File: config.mk
export PLATFORM = sky130hd
export DESIGN_NAME = hazard_ctrl
export DESIGN_NICKNAME = d
export VERILOG_FILES = /design/src/rtl/core_pkg.sv /design/src/rtl/hazard_scoreboard.sv /design/src/rtl/hazard_ctrl.sv
export SDC_FILE = /design/constraint.sdc
export NUM_CORES = 1
export LEC_CHECK = 0
export CORE_MARGIN = 5
export CORE_UTILIZATION = 50
export DETAILED_ROUTE_END_ITERATION = 12
export DONT_BUFFER_PORTS = 1
export GPL_TIMING_DRIVEN = 0
export PLACE_DENSITY = 0.72
export SLEW_MARGIN = 20
export SYNTH_ARGS = -nofsm -noshare
export SYNTH_HDL_FRONTEND = slang
export SYNTH_HIERARCHICAL = 1
export SYNTH_SLANG_ARGS = --single-unit
File: constraint.sdc
create_clock -name clk -period 3.13 [get_ports clk]
set_input_delay 0.313 -clock clk [delete_from_list [all_inputs] [get_ports clk]]
set_output_delay 0.313 -clock clk [all_outputs]
set_load 0.01 [all_outputs]
File: src/rtl/core_pkg.sv
// -----------------------------------------------------------------------------
// core_pkg
//   Shared types and constants for the RV32I pipeline hazard logic.
//   Holds the hazard FSM state encoding, the EX-stage forward-select codes,
//   the shadow scoreboard entry type and small helpers used to query entries.
//   No ports: this file only declares types, constants and functions.
// -----------------------------------------------------------------------------
package core_pkg;

  // Register-address width tracked by the shadow scoreboard entries.
  localparam int CORE_REG_W = 5;

  // Hazard controller FSM; encodings are visible on the debug State port.
  typedef enum logic [1:0] {
    ST_RUN      = 2'd0,
    ST_LOADUSE  = 2'd1,
    ST_REDIRECT = 2'd2,
    ST_FREEZE   = 2'd3
  } hz_state_e;

  // EX operand source selects.
  localparam logic [1:0] FWD_RF  = 2'b00;
  localparam logic [1:0] FWD_WB  = 2'b01;
  localparam logic [1:0] FWD_MEM = 2'b10;

  // One in-flight writer as seen from decode.
  typedef struct packed {
    logic                  valid;
    logic [CORE_REG_W-1:0] rd;
    logic                  regwrite;
    logic                  memread;
  } shadow_entry_t;

  localparam shadow_entry_t SHADOW_EMPTY = '{
    valid:    1'b0,
    rd:       '0,
    regwrite: 1'b0,
    memread:  1'b0
  };

  // A writer only matters if it really writes a register other than x0.
  function automatic logic entryLive(input shadow_entry_t e);
    return e.valid && e.regwrite && (e.rd != '0);
  endfunction

  // True when the entry is a live writer of register r.
  function automatic logic entryWrites(input shadow_entry_t e,
                                       input logic [CORE_REG_W-1:0] r);
    return entryLive(e) && (e.rd == r);
  endfunction

  // The youngest producer wins: the instruction now in EX will be in MEM
  // when the decode instruction reaches EX, so it takes precedence.
  function automatic logic [1:0] fwdSelect(input logic useRs,
                                           input logic hitEx,
                                           input logic hitMem);
    if (!useRs)  return FWD_RF;
    if (hitEx)   return FWD_MEM;
    if (hitMem)  return FWD_WB;
    return FWD_RF;
  endfunction

endpackage

File: src/rtl/hazard_scoreboard.sv
// -----------------------------------------------------------------------------
// hazard_scoreboard
//   Three-entry shadow of the writers currently in EX, MEM and WB. It is
//   filled from decode-stage information only and shifts in lockstep with the
//   pipeline registers.
// Ports:
//   clk, reset        clock and synchronous active-high reset
//   i_freeze          hold all entries (data memory busy)
//   i_bubble          load an empty entry into EX instead of the decode entry
//   i_decEntry        writer description of the instruction leaving decode
//   i_rs1, i_rs2      source registers of the instruction in decode
//   o_rs1MatchEx/Mem  rs1 is written by the live writer in EX / MEM
//   o_rs2MatchEx/Mem  rs2 is written by the live writer in EX / MEM
//   o_exLiveLoad      the entry in EX is a live load
// -----------------------------------------------------------------------------
module hazard_scoreboard
  import core_pkg::*;
#(
  parameter int REG_W = CORE_REG_W
) (
  input  logic             clk,
  input  logic             reset,
  input  logic             i_freeze,
  input  logic             i_bubble,
  input  shadow_entry_t    i_decEntry,
  input  logic [REG_W-1:0] i_rs1,
  input  logic [REG_W-1:0] i_rs2,
  output logic             o_rs1MatchEx,
  output logic             o_rs2MatchEx,
  output logic             o_rs1MatchMem,
  output logic             o_rs2MatchMem,
  output logic             o_exLiveLoad
);

  shadow_entry_t r_ex;
  shadow_entry_t r_mem;
  shadow_entry_t r_wb;

  logic [CORE_REG_W-1:0] w_rs1;
  logic [CORE_REG_W-1:0] w_rs2;
  logic                  w_unusedWb;

  assign w_rs1 = CORE_REG_W'(i_rs1);
  assign w_rs2 = CORE_REG_W'(i_rs2);

  // Shift the shadow along with the pipeline. A freeze holds everything;
  // a bubble replaces only the incoming EX entry.
  always_ff @(posedge clk) begin
    if (reset) begin
      r_ex  <= SHADOW_EMPTY;
      r_mem <= SHADOW_EMPTY;
      r_wb  <= SHADOW_EMPTY;
    end else if (!i_freeze) begin
      r_ex  <= i_bubble ? SHADOW_EMPTY : i_decEntry;
      r_mem <= r_ex;
      r_wb  <= r_mem;
    end
  end

  assign o_rs1MatchEx  = entryWrites(r_ex,  w_rs1);
  assign o_rs2MatchEx  = entryWrites(r_ex,  w_rs2);
  assign o_rs1MatchMem = entryWrites(r_mem, w_rs1);
  assign o_rs2MatchMem = entryWrites(r_mem, w_rs2);
  assign o_exLiveLoad  = entryLive(r_ex) && r_ex.memread;

  // The WB writer is tracked so the shadow mirrors the real pipeline, but the
  // register file is write-through, so nothing in decode needs to see it.
  assign w_unusedWb = ^r_wb;

endmodule

File: src/rtl/hazard_ctrl.sv
// -----------------------------------------------------------------------------
// hazard_ctrl
//   Hazard controller for the 5-stage RV32I core. Detects load-use hazards
//   against a shadow scoreboard, drives the stall/flush enables of the front
//   pipeline registers, produces EX forward selects registered alongside the
//   ID/EX register, and counts stall and redirect cycles.
// Ports:
//   clk, reset             clock, synchronous active-high reset
//   Rs1D, Rs2D, RdD        register fields of the instruction in decode
//   UseRs1D, UseRs2D       decode instruction reads rs1 / rs2
//   RegWriteD, MemReadD    decode instruction writes the RF / is a load
//   PCSrcE                 EX resolved a taken branch or jump
//   MemBusyM               data memory not ready, freeze the pipeline
//   StallF/D/E/M           hold PC, IF/ID, ID/EX, EX/MEM
//   FlushD, FlushE         clear IF/ID, bubble into ID/EX
//   ForwardAE, ForwardBE   EX operand selects (00 RF, 01 ResultW, 10 ALUResultM)
//   StallCnt, FlushCnt     saturating load-use stall / redirect counters
//   State                  current FSM state for debug
// -----------------------------------------------------------------------------
module hazard_ctrl
  import core_pkg::*;
#(
  parameter int REG_W = CORE_REG_W,
  parameter int CNT_W = 32
) (
  input  logic             clk,
  input  logic             reset,
  input  logic [REG_W-1:0] Rs1D,
  input  logic [REG_W-1:0] Rs2D,
  input  logic             UseRs1D,
  input  logic             UseRs2D,
  input  logic [REG_W-1:0] RdD,
  input  logic             RegWriteD,
  input  logic             MemReadD,
  input  logic             PCSrcE,
  input  logic             MemBusyM,
  output logic             StallF,
  output logic             StallD,
  output logic             StallE,
  output logic             StallM,
  output logic             FlushD,
  output logic             FlushE,
  output logic [1:0]       ForwardAE,
  output logic [1:0]       ForwardBE,
  output logic [CNT_W-1:0] StallCnt,
  output logic [CNT_W-1:0] FlushCnt,
  output logic [1:0]       State
);

  hz_state_e     r_state;
  hz_state_e     w_nextState;

  shadow_entry_t w_decEntry;

  logic w_rs1MatchEx;
  logic w_rs2MatchEx;
  logic w_rs1MatchMem;
  logic w_rs2MatchMem;
  logic w_exLiveLoad;
  logic w_loadUse;

  logic w_stallF;
  logic w_stallD;
  logic w_stallE;
  logic w_stallM;
  logic w_flushD;
  logic w_flushE;

  logic [1:0] r_fwdA;
  logic [1:0] r_fwdB;
  logic [1:0] w_fwdANext;
  logic [1:0] w_fwdBNext;

  logic [CNT_W-1:0] r_stallCnt;
  logic [CNT_W-1:0] r_flushCnt;
  logic             w_countStall;
  logic             w_countFlush;

  assign w_decEntry = '{
    valid:    1'b1,
    rd:       CORE_REG_W'(RdD),
    regwrite: RegWriteD,
    memread:  MemReadD
  };

  hazard_scoreboard #(
    .REG_W (REG_W)
  ) u_scoreboard (
    .clk           (clk),
    .reset         (reset),
    .i_freeze      (MemBusyM),
    .i_bubble      (w_flushE),
    .i_decEntry    (w_decEntry),
    .i_rs1         (Rs1D),
    .i_rs2         (Rs2D),
    .o_rs1MatchEx  (w_rs1MatchEx),
    .o_rs2MatchEx  (w_rs2MatchEx),
    .o_rs1MatchMem (w_rs1MatchMem),
    .o_rs2MatchMem (w_rs2MatchMem),
    .o_exLiveLoad  (w_exLiveLoad)
  );

  // A load in EX cannot forward its data in time to a dependent decode
  // instruction; only operands that are actually read count.
  assign w_loadUse = w_exLiveLoad &&
                     ((UseRs1D && w_rs1MatchEx) || (UseRs2D && w_rs2MatchEx));

  // FSM state register; the state records which action the previous cycle took.
  always_ff @(posedge clk) begin
    if (reset) begin
      r_state <= ST_RUN;
    end else begin
      r_state <= w_nextState;
    end
  end

  // Next state and pipeline control in strict priority order: reset, memory
  // freeze, redirect, load-use. A redirect discards the decode instruction,
  // so a load-use hazard on it is moot. During a freeze PCSrcE is held by the
  // frozen EX stage and gets acted on once the freeze lifts.
  always_comb begin
    w_nextState = ST_RUN;
    w_stallF    = 1'b0;
    w_stallD    = 1'b0;
    w_stallE    = 1'b0;
    w_stallM    = 1'b0;
    w_flushD    = 1'b0;
    w_flushE    = 1'b0;
    if (reset) begin
      w_nextState = ST_RUN;
    end else if (MemBusyM) begin
      w_nextState = ST_FREEZE;
      w_stallF    = 1'b1;
      w_stallD    = 1'b1;
      w_stallE    = 1'b1;
      w_stallM    = 1'b1;
    end else if (PCSrcE) begin
      w_nextState = ST_REDIRECT;
      w_flushD    = 1'b1;
      w_flushE    = 1'b1;
    end else if (w_loadUse) begin
      w_nextState = ST_LOADUSE;
      w_stallF    = 1'b1;
      w_stallD    = 1'b1;
      w_flushE    = 1'b1;
    end
  end

  assign w_fwdANext = fwdSelect(UseRs1D, w_rs1MatchEx, w_rs1MatchMem);
  assign w_fwdBNext = fwdSelect(UseRs2D, w_rs2MatchEx, w_rs2MatchMem);

  // Forward selects move with the ID/EX register: held on a freeze, cleared
  // when a bubble is inserted, otherwise loaded from the decode comparison.
  always_ff @(posedge clk) begin
    if (reset) begin
      r_fwdA <= FWD_RF;
      r_fwdB <= FWD_RF;
    end else if (!MemBusyM) begin
      if (w_flushE) begin
        r_fwdA <= FWD_RF;
        r_fwdB <= FWD_RF;
      end else begin
        r_fwdA <= w_fwdANext;
        r_fwdB <= w_fwdBNext;
      end
    end
  end

  assign w_countStall = w_loadUse && !PCSrcE && !MemBusyM;
  assign w_countFlush = PCSrcE && !MemBusyM;

  // Performance counters stick at all-ones instead of wrapping.
  always_ff @(posedge clk) begin
    if (reset) begin
      r_stallCnt <= '0;
      r_flushCnt <= '0;
    end else begin
      if (w_countStall && (r_stallCnt != {CNT_W{1'b1}})) begin
        r_stallCnt <= r_stallCnt + CNT_W'(1);
      end
      if (w_countFlush && (r_flushCnt != {CNT_W{1'b1}})) begin
        r_flushCnt <= r_flushCnt + CNT_W'(1);
      end
    end
  end

  assign StallF    = w_stallF;
  assign StallD    = w_stallD;
  assign StallE    = w_stallE;
  assign StallM    = w_stallM;
  assign FlushD    = w_flushD;
  assign FlushE    = w_flushE;
  assign ForwardAE = r_fwdA;
  assign ForwardBE = r_fwdB;
  assign StallCnt  = r_stallCnt;
  assign FlushCnt  = r_flushCnt;
  assign State     = r_state;

endmodule
==> impl_metrics.yaml, run 1 <==
outcome:
  run_status: "completed"
route:
  detail-route-antenna-nets: 0
  routed-via-count: 4037
  routed_via_density: 6.20
  avgRoutedWirePerCell_um: 17.8
  route.final.wire_length_um: 11600
  detail_route.drc_violations: 0
  drt_iter0_markers: 219
  drtPass1Iterations: 4
critical_path:
  timing.critical_path.cells: "or4_1, o211ai_2, nor4_2, a22oi_2, nor2b_1, a21oi_1, nor2_1, buf_4"
  critical_path_start_type: "flop"
  end_kind: "output port"
  reg2reg_setup_slack_ns: 0.18
  critical_path_class: "reg -> out"
  crit_cells: 8
  critPathSlowestCell: "sky130_fd_sc_hd__or4_1"
  worstPathRequired_ns: 2.82
  worst_setup_path_endpoint: "StallF"
  worstSetupStartpoint: "u_scoreboard/r_ex[2]"
  path_max_fanout: 5
  critical_path_arrival_ns: 2.66
  critical_path.reg2reg.startpoint: "u_scoreboard/r_ex[5]"
  worst_path_largest_cell_delay_ns: 0.58
  reg2regPathDepth: 10
  worst_r2r_endpoint: "StallCnt[29]"
  worst_path_dominant_cell_family: "simple AND/OR/NAND/NOR gates"
  cp_num_buf_inv: 1
final_layout:
  num_antenna_cells: 0
  final_net_count: 563
  n_fill_cell: 802
  drive_above_1_share: 0.101
  area.growth.synth_to_final_pct: 8.82
floorplanning:
  initial_utilization: 0.509
  placementRows: 34
  fp.dieW_um: 104
  io_pins: 99
  core_mm2: 0.00864
  die_area_mm2: 0.0108
  die_h_um: 104
pwr:
  power_density_mw_per_mm2: 436
  power_switching_uw: 466
  power.share.switching: 0.223
  total_power_mw: 2.09
  internal_power_mw: 1.62
  comb_power_share: 0.048
  pwr-share-seq: 0.530
  proportion_of_power_drawn_by_the_clock_network: 0.422
  ir_drop_uv: 232
  power.static_leakage_nw: 1.53
sta:
  layout_min_cycle_time_ns: 2.97
  tightestPinTransition_ns: 0.790
  setup-tns-final_ns: 0
  maxClockFrequency_ghz: 0.337
  slew_viol_final: 0
  final_hold_viol_count: 0
  max_slew_margin: 0.469
  setup_viol_count_final: 0
  final.setup_skew_ns: 0.0108
  final_min_period_over_clock_period: 0.949
logic_synthesis:
  syn-cell-area_mm2: 0.00440
  yosys.area.top_type_share: 0.387
  syn-instance-count: 526
  ys_top_cells_by_area: "sky130_fd_sc_hd__dfxtp_1, sky130_fd_sc_hd__nor2_1, sky130_fd_sc_hd__a21oi_1"
  post_synth_num_cell_types: 57
  synthesis.nets: 551
  async_reset_ff_frac: 0
  synth.yosys.warnings: 6
  syn_area_per_cell_um2: 8.36
  synth.yosys.seq_area_share: 0.387
  post-synth-top-area-cell: "sky130_fd_sc_hd__dfxtp_1"
  post_synth_most_frequent_cells: "sky130_fd_sc_hd__dfxtp_1, sky130_fd_sc_hd__nor2_1, sky130_fd_sc_hd__a21oi_1, sky130_fd_sc_hd__nand2_1, sky130_fd_sc_hd__nand3_1"
  yosys.cell_count.top_type: "sky130_fd_sc_hd__dfxtp_1"
  postSynth.topFlopCell: "sky130_fd_sc_hd__dfxtp_1"
  ys_seq_elements: 85
  edff_count_synth: 0
job:
  maximum_capacitance_violations: 0
grt:
  grt_util_all_layers: 0.213
  overflow_left_after_global_routing: 0
  number_of_global_route_vias_before_repair: 3868
  grt_first_pass_wirelength_um: 19500
  antenna_found_initial: 0
  grt_max_degree: 14
placed_design:
  place.gp.congestion: 0.932
  port_buffers: 0
  place_hpwl_um: 8470
clock_network:
  ctsRootBufferMaster: "sky130_fd_sc_hd__clkbuf_8"
  cts.path.max_buffers: 2
  post-cts-setup-buffers: 0
  h-tree-depth: 3
  cts.sink_count: 85
  path_clk_slew_ns: 0.09
  clock_latency_ns: 0.35
  cts_tree: "done"
  numCtsBuffers: 9
worst_hold_path:
  hold_class: "in -> reg"
## repair_timing
item,CTS,global route
endpoints found under the setup margin,0,26
endpoints found under the hold margin,0,1
hold buffers,0,1
resized for setup,0,3
## final cells by class
type / instances / area [µm²] / area share
repair buffers: 1 / 10.0 / 0.00209
multi-input cells: 401 / 2540 / 0.530
clock inverters: 4 / 70.1 / 0.0146
flip-flops and latches: 85 / 1700 / 0.356
inverters: 9 / 33.8 / 0.00706
well taps: 108 / 135 / 0.0282
plain buffers: 31 / 143 / 0.0298
clock buffers: 12 / 155 / 0.0324
## kinds of logic (layout without fill, tap and decap cells)
logic type / count (synthesis) / count (layout) / synth area share
other: 1 / 1 / 0.000853
AND/OR/NAND/NOR: 242 / 242 / 0.313
flip-flops: 85 / 85 / 0.387
multiplexers: 18 / 18 / 0.0438
AO/OA/AOI/OAI: 110 / 110 / 0.154
buffers and inverters: 40 / 57 / 0.0401
XOR/XNOR: 28 / 28 / 0.0558
adder cells (fa/ha/maj): 2 / 2 / 0.00569
## power by group through the flow
stage	registers, mW	logic (mW)	clock network, mW
CTS	1.11	0.0976	0.904
detailed placement	1.13	0.0971	0
global route	1.11	0.111	0.955
floorplan	1.13	0.0756	0
global placement	1.13	0.0943	0
finish	1.11	0.100	0.882
## flip-flops by register name, indices dropped and copies added (netlist names)
register and flops:
ForwardAE 2, u_scoreboard/r_ex 8, StallCnt 32, u_scoreboard/r_mem 7, ForwardBE 2, State 2
FlushCnt 32
## worst reg2reg max path, cell delays in order (launching register included)
cell	delay [ns]
sky130_fd_sc_hd__dfxtp_1	0.45
sky130_fd_sc_hd__or4_1	0.19
sky130_fd_sc_hd__o211ai_2	0.13
sky130_fd_sc_hd__nor4_2	0.44
sky130_fd_sc_hd__a22oi_2	0.21
sky130_fd_sc_hd__nor4_4	0.40
sky130_fd_sc_hd__o31ai_1	0.17
sky130_fd_sc_hd__clkbuf_1	0.24
sky130_fd_sc_hd__buf_2	0.25
sky130_fd_sc_hd__o41ai_1	0.26
sky130_fd_sc_hd__a21oi_1	0.10
## layout by cell type, fill, tap and decap left out, types with 10 or more instances in the layout
cell	count
sky130_fd_sc_hd__nand2_1	27
sky130_fd_sc_hd__o21ai_0	25
sky130_fd_sc_hd__nor2b_1	11
sky130_fd_sc_hd__a21oi_1	42
sky130_fd_sc_hd__clkbuf_1	18
sky130_fd_sc_hd__nand3_1	27
sky130_fd_sc_hd__o31ai_1	13
sky130_fd_sc_hd__clkbuf_8	11
sky130_fd_sc_hd__nand4_1	17
sky130_fd_sc_hd__dfxtp_1	85
sky130_fd_sc_hd__nor2_1	58
sky130_fd_sc_hd__mux2_2	10
sky130_fd_sc_hd__xnor2_1	19
sky130_fd_sc_hd__nor4_1	11
sky130_fd_sc_hd__or3_1	24
sky130_fd_sc_hd__or4_1	15
## worst min path at each step
stage	start	to	slack, ns	cells past startpoint
finish	reset	u_scoreboard/r_mem[1]	0.02	1
global route	reset	u_scoreboard/r_mem[1]	0.006	1
CTS	reset	u_scoreboard/r_mem[1]	0.004	1
detailed placement	reset	u_scoreboard/r_ex[1]	0.39	1
global placement	reset	u_scoreboard/r_ex[1]	0.39	1
floorplan	reset	u_scoreboard/r_ex[0]	0.39	1
## metrics by stage
stage	hold WS (ns)	instances	area, µm²	setup WS, ns	utilization
after floorplan	0.385	526	4400	0.649	-
after global placement	0.387	634	4530	0.0845	0.525
after detailed placement	0.388	634	4530	0.0321	0.525
after CTS	0.00437	650	4760	0.00300	0.551
after global routing	0.00558	651	4790	-0.0380	0.554
final	0.0209	651	4790	0.159	0.554
## routing by layer
layer | up-vias | share of wire | routed length, µm | global-route usage
met1 | 1948 | 0.44 | 5150 | 0.270
li1 | 1965 | - | - | -
met2 | 106 | 0.47 | 5410 | 0.345
met4 | 0 | 0.016 | 188 | 0.0574
met3 | 18 | 0.072 | 835 | 0.0721
met5 | - | 0 | 0 | 0
Note: power is estimated with default switching activity, not from simulation.
==> run 2: changes to the inputs <==
Settings changed: RECOVER_POWER set to 50.
==> run 2 against run 1 <==
Compared with the run above:
- largest power group unchanged
- global-route usage stayed put
- register-to-register slack hardly changed
- total power is 0.22% lower
- setup slack better by 0.0022 ns
- design area is 0.13% lower
- worst hold slack better by 0.0020 ns
- die area stayed put
- maximum frequency hardly changed
- utilization is 0.072 points lower
- critical path depth stayed put
==> impl_metrics.yaml, run 2 (synthesized netlist as in run 1, its figures left out) <==
route:
  detail-route-antenna-nets: 0
  routed-via-count: 4053
  drtPass1Iterations: 4
  route.final.wire_length_um: 11700
  detail_route.drc_violations: 0
  avgRoutedWirePerCell_um: 17.9
  drt_iter0_markers: 238
  routed_via_density: 6.23
sta:
  maxClockFrequency_ghz: 0.337
  max_slew_margin: 0.463
  final_min_period_over_clock_period: 0.949
  setup-tns-final_ns: 0
  hold-worst-slack_ns: 0.0229
  setup_viol_count_final: 0
  final.setup_skew_ns: 0.00976
  final_hold_viol_count: 0
  tightestPinTransition_ns: 0.799
  post-route-worst-setup-slack_ns: 0.161
  layout_min_cycle_time_ns: 2.97
  slew_viol_final: 0
pwr:
  internal_power_mw: 1.62
  comb_power_share: 0.048
  proportion_of_power_drawn_by_the_clock_network: 0.422
  power.static_leakage_nw: 1.52
  power_density_mw_per_mm2: 436
  pwr-share-seq: 0.531
  power.share.switching: 0.222
  power_switching_uw: 463
  ir_drop_uv: 231
final_layout:
  finish.utilization: 0.553
  n_fill_cell: 805
  num_antenna_cells: 0
  drive_above_1_share: 0.0958
  area.growth.synth_to_final_pct: 8.68
  most_used_cells_in_the_layout_excluding_fill_and_tap_cells: "sky130_fd_sc_hd__dfxtp_1, sky130_fd_sc_hd__nor2_1, sky130_fd_sc_hd__a21oi_1, sky130_fd_sc_hd__nand3_1, sky130_fd_sc_hd__nand2_1"
  layout.cells.most_common: "sky130_fd_sc_hd__dfxtp_1"
  final_net_count: 563
clock_network:
  cts.path.max_buffers: 2
  cts.sink_count: 85
  ctsRootBufferMaster: "sky130_fd_sc_hd__clkbuf_8"
  clock_latency_ns: 0.35
  cts_tree: "done"
  post-cts-setup-buffers: 0
  h-tree-depth: 3
  path_clk_slew_ns: 0.09
  numCtsBuffers: 9
outcome:
  run_status: "completed"
critical_path:
  worstPathRequired_ns: 2.82
  path_max_fanout: 5
  critical_path_arrival_ns: 2.66
  critical_path_start_type: "flop"
  critical_path_class: "reg -> out"
  end_kind: "output port"
grt:
  grt_util_all_layers: 0.213
  antenna_found_initial: 0
  grt_first_pass_wirelength_um: 19500
  overflow_left_after_global_routing: 0
  grt_max_degree: 14
  number_of_global_route_vias_before_repair: 3868
placed_design:
  place_ws_ns: 0.0321
  place.gp.congestion: 0.932
  port_buffers: 0
  place_hpwl_um: 8470
floorplanning:
  die_h_um: 104
  initial_utilization: 0.509
  die_area_mm2: 0.0108
  io_pins: 99
  core_mm2: 0.00864
  placementRows: 34
  fp.dieW_um: 104
worst_hold_path:
  hold_class: "in -> reg"
job:
  maximum_capacitance_violations: 0
-- run 2: cell types whose count changed in the layout (fill, tap and decap cells not counted), sizes merged --
cell    change
clkbuf      +4
buf         -4
-- run 2: critical path: stages (launching register included) --
cell and delay [ns]:
sky130_fd_sc_hd__dfxtp_1 0.36, sky130_fd_sc_hd__or4_1 0.58, sky130_fd_sc_hd__o211ai_2 0.27, sky130_fd_sc_hd__nor4_2 0.12
sky130_fd_sc_hd__a22oi_2 0.31, sky130_fd_sc_hd__nor2b_1 0.13, sky130_fd_sc_hd__a21oi_1 0.23, sky130_fd_sc_hd__nor2_1 0.13
sky130_fd_sc_hd__buf_4 0.19
-- run 2: per-stage QoR --
stage,std cells,area [µm²],total power [mW]
2_1_floorplan,526,4400,1.20
5_1_grt,651,4780,2.17
3_3_place_gp,634,4530,1.23
4_1_cts,650,4760,2.11
6_report,651,4780,2.08
3_5_place_dp,634,4530,1.23
-- run 2: what timing repair did --
item	4_1_cts	5_1_grt
hold endpoints to repair	0	1
hold buffers	0	1
gates resized for setup	0	3
endpoints found under the setup margin	0	26
-- run 2: layout make-up --
class	count	area, µm²	area share
timing repair buffer	1	10.0	0.00209
sequential	85	1700	0.356
inverter	9	33.8	0.00707
multi-input combinational	401	2540	0.531
tap	108	135	0.0283
clock buffer	12	155	0.0325
buffer	31	136	0.0285
clock inverter	4	70.1	0.0147
-- run 2: final timing paths --
| kind | start | end | slack (ns) | depth (start not counted) |
|---|---|---|---|---|
| setup / recovery | u_scoreboard/r_ex[2] | StallF | 0.16 | 8 |
| hold / removal | reset | u_scoreboard/r_mem[1] | 0.02 | 1 |
| setup reg to reg | u_scoreboard/r_ex[5] | StallCnt[29] | 0.17 | 10 |
| hold reg to reg | ForwardBE[0] | ForwardBE[0] | 0.49 | 2 |
-- run 2: metal layers --
layer	GRT usage	wire length, µm	vias to the layer above
li1	-	-	1964
met4	0.0574	155	0
met1	0.270	5040	1956
met3	0.0721	970	13
met5	0	0	-
met2	0.345	5500	120
-- run 2: power groups by stage --
| stage | Sequential (mW) | Combinational, mW | Clock [mW] |
|---|---|---|---|
| after floorplan | 1.13 | 0.0756 | 0 |
| after global placement | 1.13 | 0.0943 | 0 |
| after detailed placement | 1.13 | 0.0971 | 0 |
| after CTS | 1.11 | 0.0976 | 0.904 |
| after global routing | 1.11 | 0.110 | 0.955 |
| final | 1.11 | 0.0994 | 0.879 |
==> run 3: changes to the inputs <==
--- a/config.mk
+++ b/config.mk
@@ -7,4 +7,6 @@
 export LEC_CHECK = 0
+export CELL_PAD_IN_SITES_DETAIL_PLACEMENT = 2
+export CELL_PAD_IN_SITES_GLOBAL_PLACEMENT = 2
 export CORE_MARGIN = 5
-export CORE_UTILIZATION = 50
+export CORE_UTILIZATION = 37
 export DETAILED_ROUTE_END_ITERATION = 12
@@ -12,3 +14,3 @@
 export GPL_TIMING_DRIVEN = 0
-export PLACE_DENSITY = 0.72
+export PLACE_DENSITY = 0.86
 export RECOVER_POWER = 50
==> constraint.sdc (replaced) <==
create_clock -name clk -period 3.3 [get_ports clk]
set_input_delay 0.165 -clock clk [delete_from_list [all_inputs] [get_ports clk]]
set_output_delay 0.165 -clock clk [all_outputs]
set_load 0.01 [all_outputs]
==> run 3 against run 2 <==
Compared with the run above:
- wire length up 31%
- combinational power rose by 11%
- highest routed layer unchanged
- die area up 32%
- sequential share of layout area fell by 1.4 points
==> impl_metrics.yaml, run 3 (synthesized netlist as in run 1, its figures left out) <==
pwr:
  power_switching_uw: 490
  proportion_of_power_drawn_by_the_clock_network: 0.467
  power.share.switching: 0.225
  pwr-share-seq: 0.482
  ir_drop_uv: 237
  internal_power_mw: 1.69
  power.static_leakage_nw: 1.59
  power_density_mw_per_mm2: 438
  comb_power_share: 0.051
  total_power_mw: 2.18
final_layout:
  n_fill_cell: 1329
  num_antenna_cells: 0
  layout.cells.non_filler: 692
  layout.cells.most_common: "sky130_fd_sc_hd__dfxtp_1"
  final_net_count: 570
  drive_above_1_share: 0.0984
  area.growth.synth_to_final_pct: 13.1
  most_used_cells_in_the_layout_excluding_fill_and_tap_cells: "sky130_fd_sc_hd__dfxtp_1, sky130_fd_sc_hd__nor2_1, sky130_fd_sc_hd__a21oi_1, sky130_fd_sc_hd__nand3_1, sky130_fd_sc_hd__nand2_1"
grt:
  number_of_global_route_vias_before_repair: 4559
  grt_max_degree: 13
  grt_busiest_layer: "met2"
  grt_util_all_layers: 0.215
  grt_use_met3: 0.0602
  overflow_left_after_global_routing: 0
  globalRouteMet1Util: 0.245
  antenna_found_initial: 0
  grt_first_pass_wirelength_um: 24700
  global_route.usage.met2: 0.394
worst_hold_path:
  hold_class: "in -> reg"
floorplanning:
  initial_utilization: 0.382
  fp.dieW_um: 119
  placementRows: 39
  die_area_mm2: 0.0142
  die_h_um: 119
  core_mm2: 0.0115
  io_pins: 99
sta:
  grt_setup_unrepaired: "false"
  setup_viol_count_final: 0
  max_slew_margin: 0.439
  setup-tns-final_ns: 0
  layout_min_cycle_time_ns: 2.98
  final_min_period_over_clock_period: 0.903
  tightestPinTransition_ns: 0.835
  final_hold_viol_count: 0
  final.setup_skew_ns: 0.00646
  hold-worst-slack_ns: 0.0287
  maxClockFrequency_ghz: 0.335
  post-route-worst-setup-slack_ns: 0.319
  slew_viol_final: 0
clock_network:
  path_clk_slew_ns: 0.06
  numCtsBuffers: 9
  cts.path.max_buffers: 2
  ctsRootBufferMaster: "sky130_fd_sc_hd__clkbuf_16"
  cts.sink_count: 85
  cts_tree: "done"
  h-tree-depth: 3
  clock_latency_ns: 0.34
critical_path:
  critical_path_start_type: "flop"
  critical_path_arrival_ns: 3.18
  path_max_fanout: 10
  worst_path_dominant_cell_family: "simple AND/OR/NAND/NOR gates"
  timing.critical_path.cells: "or4_1, o211ai_2, nor4_2, a22oi_2, nor4_4, o31ai_1, clkbuf_1, buf_2, o41ai_1, a21oi_1"
  end_kind: "flop"
  critPathSlowestCell: "sky130_fd_sc_hd__nor4_2"
  cp_num_buf_inv: 2
  worst_path_largest_cell_delay_ns: 0.45
  worstPathRequired_ns: 3.50
  critical_path_class: "reg -> reg"
outcome:
  run_status: "completed"
route:
  route.final.wire_length_um: 15300
  routed_via_density: 6.10
  drt_iter0_markers: 125
  routed-via-count: 4218
  detail_route.drc_violations: 0
  detail-route-antenna-nets: 0
  drtPass1Iterations: 4
  avgRoutedWirePerCell_um: 22.1
placed_design:
  place_ws_ns: 0.104
  port_buffers: 0
  place_hpwl_um: 11200
  post-place-cells: 669
  place.gp.congestion: 0.786
job:
  maximum_capacitance_violations: 0
-- run 3: cell count changes in the layout (fill, tap and decap cells not counted), sizes merged --
| cell | delta |
|---|---|
| bufinv | -2 |
| clkinv | -2 |
| dlygate4sd3 | +7 |
| clkbuf | +3 |
-- run 3: power by group through the flow --
stage,logic [mW],clock network [mW],registers (mW)
3_3_place_gp,0.0924,0,1.07
4_1_cts,0.108,1.04,1.05
6_report,0.110,1.02,1.05
3_5_place_dp,0.0980,0,1.07
2_1_floorplan,0.0717,0,1.07
5_1_grt,0.121,1.08,1.05
-- run 3: final cells by class --
type | instances | area, µm² | area share
sequential | 85 | 1700 | 0.342
multi-input combinational | 401 | 2540 | 0.512
buffer | 31 | 138 | 0.0277
clock buffer | 15 | 298 | 0.0599
timing repair buffer | 8 | 80.1 | 0.0161
tap | 143 | 179 | 0.0360
inverter | 9 | 33.8 | 0.00679
-- run 3: layer usage --
layer / routed length (µm) / vias to the layer above
li1: - / 1988
met1: 6360 / 2134
met2: 7870 / 85
met3: 914 / 11
met4: 167 / 0
met5: 0 / -
-- run 3: path summary, 6_finish.rpt --
kind | startpoint | cells past startpoint | endpoint | slack (ns)
worst min-delay path | UseRs1D | 2 | ForwardAE[0] | 0.03
worst max register to register | u_scoreboard/r_ex[2] | 10 | StallCnt[29] | 0.32
worst min register to register | ForwardAE[0] | 2 | ForwardAE[0] | 0.50
worst max-delay path | u_scoreboard/r_ex[2] | 10 | StallCnt[29] | 0.32
-- run 3: timing repair --
action / in CTS / in global routing
setup endpoints to repair: 0 / 20
hold buffers: 8 / 0
resized for setup: 0 / 7
hold endpoints to repair: 10 / 0
buffers inserted: 0 / 0
-- run 3: stage by stage --
step | utilization | area [µm²]
3_5_place_dp | 0.397 | 4580
4_1_cts | 0.430 | 4950
6_report | 0.432 | 4970
5_1_grt | 0.432 | 4970
3_3_place_gp | 0.397 | 4580
2_1_floorplan | - | 4400
